$ cat src/rtl/if2_fetch_queue.sv
`default_nettype none
// ============================================================================
// Module      : if2_fetch_queue
// Description : IF2 in-order fetch queue. Slots are allocated per IF1 request,
//               filled by icache responses in order, and delivered to ID.
// Revision    : 1.0
// ============================================================================
module if2_fetch_queue #(
    parameter int DEPTH = 4,
    parameter int PTR_W = $clog2(DEPTH)
) (
    input  logic        clk,
    input  logic        rst_n,
    input  logic        if1_req,
    input  logic [31:0] if1_pc,
    input  logic        if1_adef,
    input  logic        icache_rvalid,
    input  logic [31:0] icache_rdata,
    input  logic        flush,
    output logic        pc_wen,
    output logic        id_valid,
    input  logic        id_ready,
    output logic [31:0] id_pc,
    output logic [31:0] id_inst,
    output logic        id_adef
);

    localparam int OCC_W  = PTR_W + 1;
    localparam int DROP_W = PTR_W + 2;

    logic [31:0]       r_pc   [DEPTH];
    logic [31:0]       r_inst [DEPTH];
    logic [DEPTH-1:0]  r_adef;
    logic [DEPTH-1:0]  r_filled;
    logic [PTR_W-1:0]  r_head;
    logic [PTR_W-1:0]  r_tail;
    logic [PTR_W-1:0]  r_fill;
    logic [OCC_W-1:0]  r_occ;
    logic [DROP_W-1:0] r_drop;

    logic              w_alloc;
    logic              w_deq;
    logic              w_resp_fill;
    logic              w_resp_drop;
    logic [DEPTH-1:0]  w_filled_next;
    logic [OCC_W-1:0]  w_filled_cnt;
    logic [OCC_W-1:0]  w_unanswered;
    logic [DROP_W-1:0] w_drop_flush;

    assign w_alloc     = if1_req & ~flush;
    assign w_deq       = id_valid & id_ready;
    assign w_resp_drop = icache_rvalid & (r_drop != '0);
    assign w_resp_fill = icache_rvalid & (r_drop == '0);

    assign id_valid = (r_occ != '0) & r_filled[r_head];
    assign id_pc    = r_pc[r_head];
    assign id_inst  = r_inst[r_head];
    assign id_adef  = r_adef[r_head];
    // One slot of margin absorbs IF1's one-cycle lag from pc_wen to if1_req.
    assign pc_wen   = flush | (r_occ <= OCC_W'(DEPTH - 2));

    // Filled bits are cleared on dequeue so they only ever mark live slots.
    always_comb begin
        w_filled_next = r_filled;
        if (w_deq) begin
            w_filled_next[r_head] = 1'b0;
        end
        if (w_resp_fill) begin
            w_filled_next[r_fill] = 1'b1;
        end
        if (w_alloc) begin
            w_filled_next[r_tail] = 1'b0;
        end
    end

    always_comb begin
        w_filled_cnt = '0;
        for (int i = 0; i < DEPTH; i++) begin
            w_filled_cnt = w_filled_cnt + OCC_W'(r_filled[i]);
        end
    end

    // Every response still owed after the flush must be discarded; a response
    // arriving this cycle (dropped or filling) settles one of them already.
    assign w_unanswered = r_occ - w_filled_cnt;
    assign w_drop_flush = r_drop + DROP_W'(w_unanswered) + DROP_W'(if1_req)
                          - DROP_W'(icache_rvalid);

    always_ff @(posedge clk) begin
        if (!rst_n) begin
            for (int i = 0; i < DEPTH; i++) begin
                r_pc[i]   <= '0;
                r_inst[i] <= '0;
            end
            r_adef   <= '0;
            r_filled <= '0;
            r_head   <= '0;
            r_tail   <= '0;
            r_fill   <= '0;
            r_occ    <= '0;
            r_drop   <= '0;
        end else begin
            if (w_resp_fill) begin
                r_inst[r_fill] <= r_adef[r_fill] ? 32'h0 : icache_rdata;
            end
            if (w_alloc) begin
                r_pc[r_tail]   <= if1_pc;
                r_adef[r_tail] <= if1_adef;
            end
            if (flush) begin
                r_filled <= '0;
                r_head   <= '0;
                r_tail   <= '0;
                r_fill   <= '0;
                r_occ    <= '0;
                r_drop   <= w_drop_flush;
            end else begin
                r_filled <= w_filled_next;
                r_head   <= r_head + PTR_W'(w_deq);
                r_tail   <= r_tail + PTR_W'(w_alloc);
                r_fill   <= r_fill + PTR_W'(w_resp_fill);
                r_occ    <= r_occ + OCC_W'(w_alloc) - OCC_W'(w_deq);
                if (w_resp_drop) begin
                    r_drop <= r_drop - DROP_W'(1);
                end
            end
        end
    end

endmodule
`default_nettype wire

$ cat config.mk
export PLATFORM = sky130hd
export DESIGN_NAME = if2_fetch_queue
export DESIGN_NICKNAME = d
export VERILOG_FILES = /design/src/rtl/if2_fetch_queue.sv
export SDC_FILE = /design/constraint.sdc
export NUM_CORES = 1
export LEC_CHECK = 0
export CORE_ASPECT_RATIO = 1.2
export CORE_MARGIN = 4
export CORE_UTILIZATION = 40
export DETAILED_ROUTE_END_ITERATION = 16
export PLACE_DENSITY = 0.63
export SETUP_SLACK_MARGIN = 0.4
export SLEW_MARGIN = 20
export SYNTH_ARGS = -nofsm -noshare
export SYNTH_HDL_FRONTEND = slang
export SYNTH_SLANG_ARGS = --single-unit
$ cat constraint.sdc
create_clock -name clk -period 3.4 [get_ports clk]
set_input_delay 1.02 -clock clk [delete_from_list [all_inputs] [get_ports clk]]
set_output_delay 1.02 -clock clk [all_outputs]
set_load 0.005 [all_outputs]
* Yosys cells after proc, flatten, opt, wreduce, memory -nomap -nowiden
Memories as Yosys holds them, arrays and structs flattened. A register that Yosys moved wholly into a read port is not among the register bits. Index checks and enable logic that the tools add are counted. Widths: inputs -> output; s select.
Word-level totals: input bits 71, RAM bits 256, memories kept 2, logic and storage cells 86, bits in registers 21
Cells by class: bitwise logic cells 13, reduce and logical (&&, ||, !) cells 10, muxes and demuxes 34, add/sub/neg operators 13, magnitude comparators 7
Memories:
- r_inst | depth 4, bits a word 32, read ports 1, clocked after memory_dff 1, wr ports 4, RTL line 32 | logic [31:0] r_inst [DEPTH];
- r_pc | depth 4, bits a word 32, read ports 1, clocked after memory_dff 1, wr ports 4, RTL line 31 | logic [31:0] r_pc [DEPTH];
Operators with widths (number):
- $mux 32 | 3
- $reduce_or 32->1 | 2
- $mux 4 | 5
- $mux 1 | 15
- $lt 2x3->1 const B | 3
- $and 4x4->4 | 2
- $mux 2 | 4
- $not 4->4 | 2
- $add 2x1->2 | 3
- $add 3x1->3 | 2
- $bmux 1 s2 | 3
- $demux 1 s2 | 3
- $ge 2x1->1 const B | 3
- $and 1x1->1 | 5
- $add 4x1->4 | 1
- $add 4x3->4 | 1
- $bwmux 4 | 1
- $logic_not 4->1 | 1
- $or 4x4->4 | 1
- $reduce_bool 4->1 | 1
- $sub 4x1->4 | 1
- $sub 4x1->4 const B | 1
- $add 2x1->3 | 1
- $le 3x2->1 const B | 1
- 9 further kinds | 12

* Depth between registers and ports, before layout
word-level depth 11, gate-level depth with buffers 13, mapped depth without buffers 13

* Worst setup path before layout
OpenSTA, ideal clock, no wires.
path kind register to register, start reg r_filled[1], end reg r_drop[3], buffers on the path 0, arrival 3283 ps, setup slack -14 ps, data required time 3269 ps, stages on the path, launching flop included 14, setup time 131 ps, cell sequence dfxtp_1 > fa_1 > fa_1 > inv_1 > fa_1 > inv_1 > fa_1 > ha_1 > inv_1 > ha_1 > a21o_1 > a21oi_1 > xnor2_1 > a21oi_1
On the way: longest elaborated chain between the ends 8
Ends and longest elaborated chain:
- start, declared | RTL line 34 | logic [DEPTH-1:0] r_filled;
- start signal, assigned | RTL line 118 | r_filled <= w_filled_next;
- $add 1x1->2 | RTL line 79 | w_filled_cnt = w_filled_cnt + OCC_W'(r_filled[i]);
- $add 2x1->3 | RTL line 79
- $add 3x1->3 | RTL line 79
- $sub 3x3->3 | RTL line 85 | assign w_unanswered = r_occ - w_filled_cnt;
- $add 4x3->4 | RTL line 86 | assign w_drop_flush = r_drop + DROP_W'(w_unanswered) + DROP_W'(if1_req)
- $add 4x1->4 | RTL line 86
- $sub 4x1->4 | RTL line 87 | - DROP_W'(icache_rvalid);
- $mux 4 | RTL line 110 | if (flush) begin
- end signal, assigned | RTL line 116 | r_drop <= w_drop_flush;
- end signal, assigned | RTL line 124 | r_drop <= r_drop - DROP_W'(1);
- end, declared | RTL line 39 | logic [DROP_W-1:0] r_drop;
No other way between the ends. A chain may end at the register's enable or synchronous reset.

* Worst setup path in the final report
start reg r_filled[1], end reg r_drop[1]
Same word-level chain as after synthesis.

==> results.toml <==
[synthesis]
synthMuxAreaShare_pct = 12.8
yosysWarnings = 0
yosysTopAreaCell = "edfxtp_1"
synth-adder-area-share_pct = 2.65
ys_ff_latch = 277
synth_edf_count = 256
synth_xor_area_share_pct = 0.718
yosys.area_share.simple_pct = 12.7
ys_types = 40
synth.net_count = 906
syn_area_per_cell_um2 = 15.0
async_flop_share_pct = 0
synthTopCellsByArea = "edfxtp_1, mux4_2, and2_1"
ys.flop_type = "edfxtp_1"
synth_top_family_by_area = "multiplexers"
syn_inst = 814
synth_top_area_share_pct = 63.0
yosysSeqAreaShare_pct = 66.4
synth_area_um2 = 12200
synth_compound_gate_area_share_pct = 1.29

[place]
numPortBuffers = 137
place_area_um2 = 14300
dp.cells = 1320
gp_congestion = 0.755
detailed_place_hpwl_um = 15800

[timing]
tns_ps = -8.48
fmax_ghz = 0.293
worst-slew-pin-transition_ps = 465
min_period_ps = 3410
fin_ws_ps = -8.48
rsz0062_at_grt = "yes"
slew_violations = 0
hold_viol = 0
finalSetupViolCount = 1
max_slew_margin_pct = 68.7
fin_crit_sh_pct = 100
fin_skew_ps = 15.5

[grt]
grt_pass1_wl_um = 43400
grt_usage_pct = 16.6
overflow = 0
grt_pass1_vias = 7579
antenna_found_initial = 0
grt_max_degree = 65

[critical_path]
r2r_end = "r_drop[1]$_SDFFE_PN0P_"
cpMostUsedCell = "fa_1"
start_kind = "register"
path_max_fanout = 2
reg2regPathDepth = 8
cp-end-kind = "register"
worstPathArrival_ps = 3870
rrSetupSlack_ps = -8
crit_chain = "fa_1 -> fa_2 -> fa_2 -> fa_1 -> ha_4 -> fa_1 -> or3_1 -> o21ai_1"
critical_path.max_stage_delay_ps = 570
cp.required_ps = 3860
crit_type = "register to register"
slowest_stage = "fa_1"
startpoint = "r_filled[1]$_SDFF_PP0_"
r2r_start = "r_filled[1]$_SDFF_PP0_"
crit_end = "r_drop[1]$_SDFFE_PN0P_"

[pwr]
ir_drop_uv = 414
cellLeakagePower_nw = 6.16
power.total_w = 0.00797
p_per_area_nw_per_um2 = 501

[drt]
ant_nets = 0
drc = 0
vias = 7168
drtIter0Drc = 444
drtPass1Iterations = 4
routed_via_density = 5.03
totalWireLength_um = 27800
wl_per_cell_um = 19.5

[worst_hold_path]
min_path_type = "register to register"

[run_status]
status = "complete, but fails checks"
violations = "negative setup slack"

[clocking]
htreeDepth = 1
cts_sinks = 277
clkLatencyLatePin_ps = 540
cts_tree = "yes"
cts_buffers = 28
ctsLongestPathBuffers = 3
clockRootBuffer = "clkbuf_16"
clkTransAtPathRegs_ps = 60

[floorplanning]
placementRows = 69
die-area_um2 = 33400
die_h_um = 199
die_width_um = 167
fp.coreArea_um2 = 29900
initial_utilization_pct = 40.9
ioPinCount = 138

[layout]
final_nets = 1106
final_cells = 1424
drive_above_1_share_pct = 26.9
final_common_cell = "edfxtp_1"
final_util_pct = 53.2
postLayoutCellArea_um2 = 15900
mostFrequentLayoutCells = "edfxtp_1, nor2_1, and2_1"
area_growth_pct = 30.3
fillCellCount = 2494

[flow_run]
drv_cap = 0
-- metrics by stage --
step	setup slack (ps)	hold slack (ps)
4_1_cts	-32.4	541
2_1_floorplan	35.7	469
6_report	-8.48	529
3_3_place_gp	-78.9	515
5_1_grt	-80.5	580
3_5_place_dp	-120	523
-- metal layers --
metal  up-vias  share of wire [%]  wire [um]  track usage (%)
met1      3598                 40      11200             21.1
li1       3353                  -          -                -
met4         0                1.1        314             2.77
met3        25                6.2       1720             2.93
met2       192                 52      14600             30.3
met5         -                  0          0                0
-- logic make-up (layout without fill, tap and decap cells) --
logic type | Yosys count | count (layout)
simple gates | 306 | 306
flops | 277 | 277
buf+inv | 106 | 325
mux | 72 | 72
compound gates | 22 | 22
fa+ha+maj | 21 | 21
xor+xnor | 10 | 10
other cells | 0 | 1
-- sequential cells by signal, indices dropped and copies added (netlist names) --
name / count
r_drop: 4
r_adef: 4
r_filled: 4
r_inst: 128
r_occ: 3
r_head: 2
r_tail: 2
r_pc: 128
r_fill: 2
-- report_power, final --
group,internal (W),switching (W)
sequential,0.00399,0.0000773
clock,0.00159,0.00125
combinational,0.000546,0.000520
total,0.00612,0.00185
-- Yosys cell counts (5+ instances only) --
cell,count
a21oi_1,5
and2_1,98
and3_1,36
buf_2,15
clkbuf_1,29
clkbuf_2,5
dfxtp_1,21
edfxtp_1,256
fa_1,8
ha_1,13
inv_1,56
mux4_2,67
nand2_1,45
nor2_1,108
xnor2_1,8
-- timing repair --
item                                    CTS  global route
endpoints found under the hold margin     0             0
buffers inserted                         35            14
pin swaps                                12             4
endpoints found under the setup margin   70            44
gates resized for setup                 326            42
hold buffers                              0             0
gates cloned                              5             0
-- how the worst min path moves through the flow --
stage,from,to,slack (ps),cells past startpoint
6_report,r_adef[3]$_SDFFE_PN0P_,r_adef[3]$_SDFFE_PN0P_,530,2
3_5_place_dp,r_adef[3]$_SDFFE_PN0P_,r_adef[3]$_SDFFE_PN0P_,520,2
4_1_cts,r_adef[3]$_SDFFE_PN0P_,r_adef[3]$_SDFFE_PN0P_,540,2
5_1_grt,r_adef[2]$_SDFFE_PN0P_,r_adef[2]$_SDFFE_PN0P_,580,2
3_3_place_gp,r_adef[3]$_SDFFE_PN0P_,r_adef[3]$_SDFFE_PN0P_,510,2
2_1_floorplan,r_filled[1]$_SDFF_PP0_,r_filled[1]$_SDFF_PP0_,470,2
-- worst max-delay path, delay by kind of cell, from the launching register on --
family                     cells  cell delay (ps)
and+or+nand+nor                1              380
adders and majority gates      6             2560
DFF                            1              330
AOI/OAI and AO/OA              1               70
-- area by class of cell --
type | instances | area [um2] | area share (%)
flip-flops and latches | 277 | 8120 | 51.1
well taps | 390 | 488 | 3.07
repair buffers | 220 | 2490 | 15.7
clock buffers | 36 | 731 | 4.60
clock inverters | 13 | 103 | 0.645
multi-input cells | 431 | 3760 | 23.6
inverters | 56 | 210 | 1.32
diodes | 1 | 2.50 | 0.0157
Power figures use the tool's default switching activity.
==> RTL change: new RTL, same flow settings <==
The parameter `DEPTH` goes from 4 to 2.
--- a/src/rtl/if2_fetch_queue.sv
+++ b/src/rtl/if2_fetch_queue.sv
@@ -6,7 +6,7 @@
 // Revision    : 1.0
 // ============================================================================
 module if2_fetch_queue #(
-    parameter int DEPTH = 4,
+    parameter int DEPTH = 2,
     parameter int PTR_W = $clog2(DEPTH)
 ) (
     input  logic        clk,
Check against the original RTL: not equivalent (a bounded check fails within 4 cycles, from zero or initial values and one cycle with rst_n low).
==> RTL change against the original RTL <==
- count of clock-buffer cells in the layout down 18
- area after synthesis down 48%
- wire length down 51%
- largest power group unchanged
- total power down 44%
- sequential cell count down 137
- design area down 46%
- setup slack better by 0.52 ns
- combinational power down 27%
- critical path depth down 5
- die area down 46%
- utilization up 1.9 points
- sequential share of layout area down 3.4 points
- global-route usage down 1.2 points
==> RTL change: results (changes against the original RTL) <==
status:
  status: "finished, final reports clean"
power:
  irDropWorstVdd_mv: 0.295  # -29%
  p_leak_nw: 3.25  # -47%
logic_synthesis:
  synth_compound_area_frac: 0.0165  # +0.00361
  ys_seq_area_frac: 0.642  # -0.0222
  yosysUniqueCellTypes: 37  # -7.5%
  synth_area_leaders: "edfxtp_1 (60%), mux2_2 (12%), and2_1 (6.4%)"
  synth_xor_area_frac: 0.00413  # -0.00305
  synth_nets: 559  # -38%
global_route:
  grtUsageMet2: 0.262  # -0.0411
  grt_pass1_wl_mm: 21.4  # -51%
  grt_use_met1: 0.177  # -0.0338
  grt_pass1_vias: 4369  # -42%
  grtUsageTotal: 0.154  # -0.0115
  grt_max_degree: 39  # -40%
  met3_usage: 0.0624  # +0.0331
placed_design:
  dpl.hpwl_mm: 8.89  # -44%
  place_congestion: 0.757  # +0.24%
  dp_cells: 807  # -39%
setup_path:
  timing.rr.start: "r_filled[0]"
  crit_path_max_fanout: 10  # +8
  ff2ff_setup_slack_ns: 0.97  # +0.98 ns
  reg2reg_depth: 9  # +1
  slowest_delay_ns: 0.48  # -0.09 ns
  startpoint: "r_head"
final_layout:
  n_clock_buffer: 18  # -50%
  reg.largest.list: "r_inst: 64 flops, r_pc: 64 flops, r_drop: 3 flops"
  multi_input_area_share: 0.246  # +0.00993
  clockNetworkAreaShare: 0.0592  # +0.00680
  num-fill-cells: 1306  # -48%
  final_cells: 841  # -41%
  buffer_area_frac: 0.182  # +0.0255
  buffers: 154  # -30%
  drive_gt1_frac: 0.212  # -0.0574
  nets: 703  # -36%
route:
  vias: 4058  # -43%
  drt_iter0_markers: 259  # -42%
  wl_met2_mm: 6.60  # -55%
  routed_wl_mm: 13.6  # -51%
  wirelength_met1_mm: 5.67  # -49%
hold_path:
  worstHoldEndpoint: "r_head"
cts:
  clock_sinks: 140  # -49%
  htreeDepth: 4  # +3
  clockBufferDepth: 2  # -1
  cts_setup_buffers: 2  # -94%
floorplan:
  die_area_mm2: 0.0180  # -46%
[RTL change: changes by cell type in the layout (fill, tap and decap cells not counted), moves of 35 or more]
cell	change
and3_1	-35
buf_6	-59
clkdlybuf4s50_1	+66
edfxtp_1	-128
inv_1	-42
mux2_2	+65
mux4_2	-67
nor2_1	-50
[RTL change: through the flow]
step                setup slack [ns]  instance area [µm²]   util  hold slack (ns)  total power, mW
floorplan                      0.181                 6360      -            0.452             2.54
global placement               0.202                 8020  0.515            0.482             2.94
detailed placement             0.110                 8020  0.515            0.511             2.96
CTS                            0.455                 8550  0.549            0.516             4.55
global route                   0.423                 8580  0.551            0.564             4.71
finish                         0.510                 8580  0.551            0.510             4.49
[RTL change: power by group]
| group | internal (mW) | total (mW) | switching [mW] |
|---|---|---|---|
| Clock | 0.914 | 1.57 | 0.660 |
| Sequential | 2.08 | 2.13 | 0.0567 |
| Combinational | 0.441 | 0.784 | 0.343 |
| Total | 3.43 | 4.49 | 1.06 |
